[src/rtl/trig_pkg.sv]
// Shared types and constants for the trigger capture controller.
package trig_pkg;

  localparam int unsigned DEF_ENTRIES = 384;

  localparam int unsigned TRIG_UART = 0;
  localparam int unsigned TRIG_EXT  = 1;

  typedef enum logic [2:0] {
    ST_IDLE,
    ST_ARMING,
    ST_WAIT_TRIG,
    ST_POST,
    ST_DONE
  } cap_state_t;

endpackage

[src/rtl/cap_addr_cnt.sv]
// Modulo-ENTRIES write-address counter for the circular capture RAM.
module cap_addr_cnt #(
  parameter int unsigned ENTRIES = 384,
  parameter int unsigned ADDR_W  = $clog2(ENTRIES)
) (
  input  logic              clk,
  input  logic              rst_n,
  input  logic              clr,
  input  logic              inc,
  output logic [ADDR_W-1:0] addr
);

  localparam logic [ADDR_W-1:0] LAST = ADDR_W'(ENTRIES - 1);

  // Clear takes priority over increment; wrap from LAST back to 0.
  always_ff @(posedge clk or negedge rst_n) begin
    if (!rst_n) begin
      addr <= '0;
    end else if (clr) begin
      addr <= '0;
    end else if (inc) begin
      addr <= (addr == LAST) ? '0 : addr + ADDR_W'(1);
    end
  end

endmodule

[src/rtl/trig_capture.sv]
// Capture controller: fills the pre-trigger region, accepts a qualified
// trigger once armed, counts post-trigger samples and flags completion.
module trig_capture
  import trig_pkg::*;
#(
  parameter int unsigned ENTRIES = DEF_ENTRIES,
  parameter int unsigned ADDR_W  = $clog2(ENTRIES)
) (
  input  logic              clk,
  input  logic              rst_n,
  input  logic              UARTtrig,
  input  logic              ext_trig,
  input  logic [1:0]        trig_src,
  input  logic              start,
  input  logic              clr_done,
  input  logic              smpl_en,
  input  logic [ADDR_W-1:0] trig_pos,
  output logic              we,
  output logic [ADDR_W-1:0] waddr,
  output logic              armed,
  output logic              triggered,
  output logic              capture_done,
  output logic [ADDR_W-1:0] trig_addr
);

  localparam int unsigned       CNT_W  = ADDR_W + 1;
  localparam logic [ADDR_W-1:0] TP_MAX = ADDR_W'(ENTRIES - 1);

  cap_state_t        state, state_nxt;
  logic [ADDR_W-1:0] tp_q, tp_nxt, tp_clamp;
  logic [CNT_W-1:0]  pre_cnt, pre_nxt, pre_inc, pre_target;
  logic [CNT_W-1:0]  post_cnt, post_nxt, post_inc;
  logic              armed_nxt, triggered_nxt, done_nxt;
  logic [ADDR_W-1:0] trig_addr_nxt;
  logic              addr_clr;
  logic              trig_hit;

  assign trig_hit = (trig_src[TRIG_UART] & UARTtrig) | (trig_src[TRIG_EXT] & ext_trig);

  // Post-trigger length is forced into 1..ENTRIES-1 so both regions are non-empty.
  always_comb begin
    tp_clamp = trig_pos;
    if (trig_pos == '0) begin
      tp_clamp = ADDR_W'(1);
    end else if ({1'b0, trig_pos} >= CNT_W'(ENTRIES)) begin
      tp_clamp = TP_MAX;
    end
  end

  assign pre_target = CNT_W'(ENTRIES) - {1'b0, tp_q};
  assign pre_inc    = pre_cnt + CNT_W'(1);
  assign post_inc   = post_cnt + CNT_W'(1);

  cap_addr_cnt #(
    .ENTRIES (ENTRIES),
    .ADDR_W  (ADDR_W)
  ) u_addr_cnt (
    .clk   (clk),
    .rst_n (rst_n),
    .clr   (addr_clr),
    .inc   (we),
    .addr  (waddr)
  );

  always_ff @(posedge clk or negedge rst_n) begin
    if (!rst_n) begin
      state        <= ST_IDLE;
      tp_q         <= ADDR_W'(1);
      pre_cnt      <= '0;
      post_cnt     <= '0;
      armed        <= 1'b0;
      triggered    <= 1'b0;
      capture_done <= 1'b0;
      trig_addr    <= '0;
    end else begin
      state        <= state_nxt;
      tp_q         <= tp_nxt;
      pre_cnt      <= pre_nxt;
      post_cnt     <= post_nxt;
      armed        <= armed_nxt;
      triggered    <= triggered_nxt;
      capture_done <= done_nxt;
      trig_addr    <= trig_addr_nxt;
    end
  end

  // Next-state, counter and flag logic; we is the only combinational output.
  always_comb begin
    state_nxt     = state;
    tp_nxt        = tp_q;
    pre_nxt       = pre_cnt;
    post_nxt      = post_cnt;
    armed_nxt     = armed;
    triggered_nxt = triggered;
    done_nxt      = capture_done;
    trig_addr_nxt = trig_addr;
    addr_clr      = 1'b0;
    we            = 1'b0;

    case (state)
      ST_IDLE: begin
        if (start) begin
          tp_nxt        = tp_clamp;
          pre_nxt       = '0;
          post_nxt      = '0;
          trig_addr_nxt = '0;
          addr_clr      = 1'b1;
          state_nxt     = ST_ARMING;
        end
      end
      ST_ARMING: begin
        we = smpl_en;
        if (smpl_en) begin
          pre_nxt = pre_inc;
          if (pre_inc == pre_target) begin
            armed_nxt = 1'b1;
            state_nxt = ST_WAIT_TRIG;
          end
        end
      end
      ST_WAIT_TRIG: begin
        we = smpl_en;
        if (trig_hit) begin
          trig_addr_nxt = waddr;
          triggered_nxt = 1'b1;
          // A write in the trigger cycle is already post-sample #1.
          if (tp_q == ADDR_W'(1) && smpl_en) begin
            done_nxt  = 1'b1;
            state_nxt = ST_DONE;
          end else begin
            post_nxt  = CNT_W'(smpl_en);
            state_nxt = ST_POST;
          end
        end
      end
      ST_POST: begin
        we = smpl_en;
        if (smpl_en) begin
          post_nxt = post_inc;
          if (post_inc == {1'b0, tp_q}) begin
            done_nxt  = 1'b1;
            state_nxt = ST_DONE;
          end
        end
      end
      ST_DONE: begin
        if (clr_done) begin
          armed_nxt     = 1'b0;
          triggered_nxt = 1'b0;
          done_nxt      = 1'b0;
          state_nxt     = ST_IDLE;
        end
      end
      default: state_nxt = ST_IDLE;
    endcase
  end

endmodule

[config.mk]
export PLATFORM = sky130hd
export DESIGN_NAME = trig_capture
export DESIGN_NICKNAME = d
export VERILOG_FILES = /design/src/rtl/trig_pkg.sv /design/src/rtl/cap_addr_cnt.sv /design/src/rtl/trig_capture.sv
export SDC_FILE = /design/constraint.sdc
export NUM_CORES = 1
export LEC_CHECK = 0
export ABC_AREA = 1
export BUFFER_PORTS_ARGS = -buffer_cell sky130_fd_sc_hd__buf_2
export CAP_MARGIN = 20
export CORE_AREA = 2 2 65 92
export DETAILED_ROUTE_END_ITERATION = 6
export DIE_AREA = 0 0 67 94
export HOLD_SLACK_MARGIN = 0.06
export PLACE_DENSITY = 0.89
export SYNTH_ARGS = -nofsm -noshare
export SYNTH_HDL_FRONTEND = slang
export SYNTH_SLANG_ARGS = --single-unit
[constraint.sdc]
create_clock -name clk -period 5.7 [get_ports clk]
set_clock_uncertainty 0.15 [all_clocks]
set_input_delay 0.285 -clock clk [delete_from_list [all_inputs] [get_ports clk]]
set_output_delay 0.285 -clock clk [all_outputs]
set_load 0.02 [all_outputs]
# Word-level counts from Yosys, hierarchy flattened
# Index checks and enable logic that the tools add are counted.
# op_classes
add_sub_neg	4
order_cmp	1
n_eq_ne	17
muxes	38
bitwise_logic	3
n_reduce_logical	19
# ops
op	count
$mux 9	7
$mux 10	5
$pmux 10 s3	1
$mux 3	8
$add 10x1->10 const B	2
$pmux 10 s2	1
$ne 2x2->1 const B	9
$pmux 9 s2	1
$pmux 3 s5	1
$mux 1	11
$eq 10x10->1	1
$eq 10x9->1	1
$reduce_bool 2->1	5
$sub 9x9->10 const A	1
$add 9x1->9 const B	1
$eq 9x1->1 const B	1
$eq 9x9->1 const B	1
$ge 9x9->1 const B	1
$logic_not 9->1	1
$reduce_and 3->1	3
$reduce_and 7->1	1
$eq 3x2->1 const B	2
$reduce_and 6->1	1
$reduce_bool 3->1	2
other kinds (12)	14
# totals
reg_bits	53
inputBits	18
out_inout_bits	22
wordCells	91

# Logic depth before layout (Yosys ltp)
# depth
depth_word	5
mapped_depth	16
depth_no_buf	16

# By module
# Synthesis repeated with hierarchy kept, for this count alone.
# hier_totals
hier_cells	490
hier_area_um2	3443.3
# modules_own_cells
mod	n_inst	cells_each	area_per_inst_um2
trig_capture	1	427	2920.3
cap_addr_cnt	1	63	523.0

# Worst setup path after synthesis
# No wires, ideal clock.
# synth_timing
path_kind	register -> register
startpoint	register tp_q[0]
endpoint	register state[0]
setup_ns	0.117
arrival_time_ns	1.847
setup_slack_ns	3.587
stages_incl_launch_ff	16
path_buffers	0
synth_period_minus_slack_ns	2.113
cell_sequence	dfstp_2 -> clkinv_1 -> ha_1 -> inv_1 -> nand2_1 -> nand2_1 -> nor2_1 -> nand3_1 -> a21oi_1 -> nand2_1 -> nor2_1 -> nand3_2 -> nand2_2 -> nand2_1 -> nand2_1 -> nand2_1
# synth_between
elab_chain_cells	5
elab_cells_between_ends	11
# synth_lines
item	line_no	text
from (decl)	trig_capture.sv:30	logic [ADDR_W-1:0] tp_q, tp_nxt, tp_clamp;
from (signal assigned)	trig_capture.sv:77	tp_q <= tp_nxt;
parallel branches: the longest is 5 deep, another holds $sub 9x9->10	--	
to (signal assigned)	trig_capture.sv:76	state <= state_nxt;
to (decl)	trig_capture.sv:29	cap_state_t state, state_nxt;
# Several ways; the timed one is not identified. The select of a mux whose other input is x is not followed.
# A chain may end at the register's enable or synchronous reset.

# Worst setup path in the final report
# layout_timing
startpoint	register state[2]
endpoint	register trig_addr[4]
# layout_between
elab_chain_cells	3
elab_cells_between_ends	7
# layout_lines
item	line_no	text
$eq 3x2->1 or $logic_not 3->1 (tied branches)	trig_capture.sv:100	case (state)
$ne 2x2->1 (no line) or $reduce_bool 2->1 (tied branches)	--	
$reduce_and 3->1 (no line)	--	
to (signal assigned)	trig_capture.sv:83	trig_addr <= trig_addr_nxt;
to (decl)	trig_capture.sv:23	output logic [ADDR_W-1:0] trig_addr
# Parallel ways exist; a longest one is shown, timed or not.

==> results.md <==
* Routed WL at 8679 um
* Syn_nets at 513
* Core region area at 5445 sq um
* Worst setup margin at 3.065 ns
* Required @ worst endpoint at 5.80 ns
* Layout cells sized above 1 at 0.1412
* Root Driver: clkbuf_8
* Worst-path clk slew at 0.09 ns
* Final nets at 553
* I/O pin total at 40
* Worst R2R Start: state[2]$_DFFE_PN0P_
* P&R area growth vs syn at 10.91%
* Vias after detailed routing at 3486
* Placed cells at 590
* Die width at 67 um
* Leakage power at 1.930 nW
* FF-to-FF End: trig_addr[4]$_DFFE_PN0P_
* Final period util at 0.4623
* Synth unique cells at 39
* DP HPWL at 6527 um
* Pwr dens at 418.8 nW/um^2
* Max-slew headroom at 0.4424
* CP arrival at 2.73 ns
* Initial antenna violation count at 0
* Worst-case reg-to-reg path depth at 7
* Slew Limit Fails at 0
* CP Launch Point: state[2]$_DFFE_PN0P_
* Placed Area at 3612 sq um
* Final instance area at 3739 sq um
* Ant. Diodes at 0
* First-pass GRT wire length at 14840 um
* Pwr Total at 1.566 mW
* Leading area contributor after synthesis: dfrtp_1
* Endpoints failing setup at 0
* Register Area at 1328 sq um
* Clock sink count at 53
* Global-route usage over all layers at 0.3032
* Element type at the critical path start: flop
* Setup WS pre-CTS at 3.113 ns
* Post-synth ARST share at 1.000
* Share of the yosys chip area belonging to registers at 0.3938
* ANT nets after route at 0
* Vias per Instance at 5.820
* Maximum clock path buffer count at 2
* DRC violations left at 2
* Mapped Cells at 490
* Initial Util at 0.6190
* Worst-Margin Slew at 0.8333 ns
* Synthesized cell area at 3371 sq um
* Final hold slack at 0.09793 ns
* Failing checks: design-rule violations
* Post_cts resized at 0
* Maxcap violations at 0
* FP Rows at 32
* Largest net degree at the start of global routing at 54
* Fin. Hold Viols at 0
* Crit path time final at 2.635 ns
* RSZ-0062 raised after global routing: false
* Vias in the first global route at 3544
* WL per Instance at 14.49 um
* Crit end category: flop
* Worst hold path type: input pin to flop
* CTS H-tree depth at 2
* Fill cells at 473
* Status: finished with violations
* GRT Residual Overflow at 0
* Maximum VDD drop at 0.3702 mV
* Hold_buf cts at 1
* CP Max Fanout at 12
* 1st-pass router iterations at 7
* Yosys reg bits at 53
* Setup TNS at 0 ns
* F_max at 379.5 MHz
* Initial DRC count at 258
* Cts bufs inserted at 5
* Multi-input gate area at 1757 sq um
* Synth Flop Type: dfrtp_1
* Ranking of synthesized cells by area: dfrtp_1, nand2_1, nand3_1, inv_1, nor2_1
* Number of synthesis warnings at 0
* Port bufs at 39
* Crit path to: trig_addr[4]$_DFFE_PN0P_
* CTS tree: built
* Postcts setup bufs at 0
* Synth top area share at 0.3860
* Worst skew pair latency at 0.31 ns
* Non-Filler Instances at 599
* EDFF count, synth at 0
* Routability cong. at 0.9793
* Critical path class: flop to flop
* Die Ht at 94 um
* R2r setup slk at 3.06 ns
* Fin util at 0.6866
* Mapped Avg Cell Area at 6.879 sq um
* Die ar. at 6298 sq um
## sequential cells by signal, indices dropped and copies added, names as in the netlist
name and cells:
capture_done 1, pre_cnt 10, post_cnt 10, armed 1, trig_addr 9, state 3, tp_q 9, u_addr_cnt.addr 9
triggered 1
## area by class of cell
cell class | count | area share
Multi-Input combinational cell | 365 | 0.4699
Sequential cell | 53 | 0.3551
Inverter | 64 | 0.06426
Timing Repair Buffer | 41 | 0.05689
Clock buffer | 7 | 0.02309
Tap cell | 68 | 0.02276
Clock inverter | 1 | 0.008032
## placed cells by master, fill, tap and decap left out, drive strengths merged, types with 2 or more instances in the layout
cell | Yosys | final
nand2 | 156 | 156
nand3 | 72 | 72
inv | 63 | 63
dfrtp | 52 | 52
nor2 | 51 | 51
buf | 7 | 40
o21ai | 27 | 27
o22ai | 16 | 16
a21oi | 12 | 12
nand4 | 7 | 7
nor3 | 7 | 7
clkbuf | 1 | 7
ha | 5 | 5
xnor2 | 2 | 2
## critical path, stage by stage, from the launching register on
cell     delay, ns
dfrtp_1       0.44
nor2_1        0.15
inv_2         0.08
nor2_1        0.64
nand2_1       0.47
nand2_1       0.40
nand3_1       0.15
nand2_1       0.09
## worst min-delay path by stage
stage / startpoint / to / slack (ns) / depth (start not counted)
after CTS: trig_pos[2] / tp_q[0]$_DFFE_PN1P_ / 0.09 / 4
after detailed placement: rst_n / pre_cnt[5]$_DFFE_PN0P_ / 0.30 / 2
after floorplan: rst_n / armed$_DFFE_PN0P_ / -0.16 / 0
final: trig_pos[2] / tp_q[2]$_DFFE_PN0P_ / 0.1 / 3
after global placement: rst_n / pre_cnt[4]$_DFFE_PN0P_ / 0.29 / 2
after global routing: trig_pos[2] / tp_q[2]$_DFFE_PN0P_ / 0.12 / 3
## where the power goes
part | switching [mW] | leakage, nW | total (mW) | internal [mW]
combinational | 0.511 | 1.17 | 0.738 | 0.227
sequential | 0.0959 | 0.704 | 0.557 | 0.461
clock | 0.127 | 0.0585 | 0.271 | 0.143
total | 0.734 | 1.93 | 1.57 | 0.832
## cells by family (layout without fill, tap and decap cells)
kind of cell               after synthesis  in the layout  share of synthesized area
and+or+nand+nor                        295            295                     0.3860
AOI/OAI and AO/OA                       62             62                     0.1088
adders and majority gates                5              5                    0.01856
DFF                                     53             53                     0.3938
buffers and inverters                   72            113                    0.08500
xor gates and xnor gates                 3              3                   0.007797
## synthesized netlist by cell type (2+ instances only)
| master | n |
|---|---|
| xnor2_1 | 2 |
| a21oi_1 | 10 |
| nor2_1 | 43 |
| nand4_1 | 7 |
| nand3_1 | 71 |
| a21oi_2 | 2 |
| o22ai_1 | 15 |
| buf_2 | 4 |
| inv_1 | 57 |
| inv_2 | 6 |
| nor2_4 | 5 |
| nand2_1 | 149 |
| o21ai_1 | 4 |
| nor2_2 | 3 |
| nand2_2 | 7 |
| ha_1 | 5 |
| o21ai_0 | 22 |
| nor3_1 | 6 |
| dfrtp_1 | 52 |
## metal layers
layer | wire length, um | global-route usage
met5 | 0 | 0
met4 | 200 | 0.1241
met3 | 544 | 0.03957
met2 | 4548 | 0.5479
met1 | 3385 | 0.3507
(Power assumes the default switching activity.)
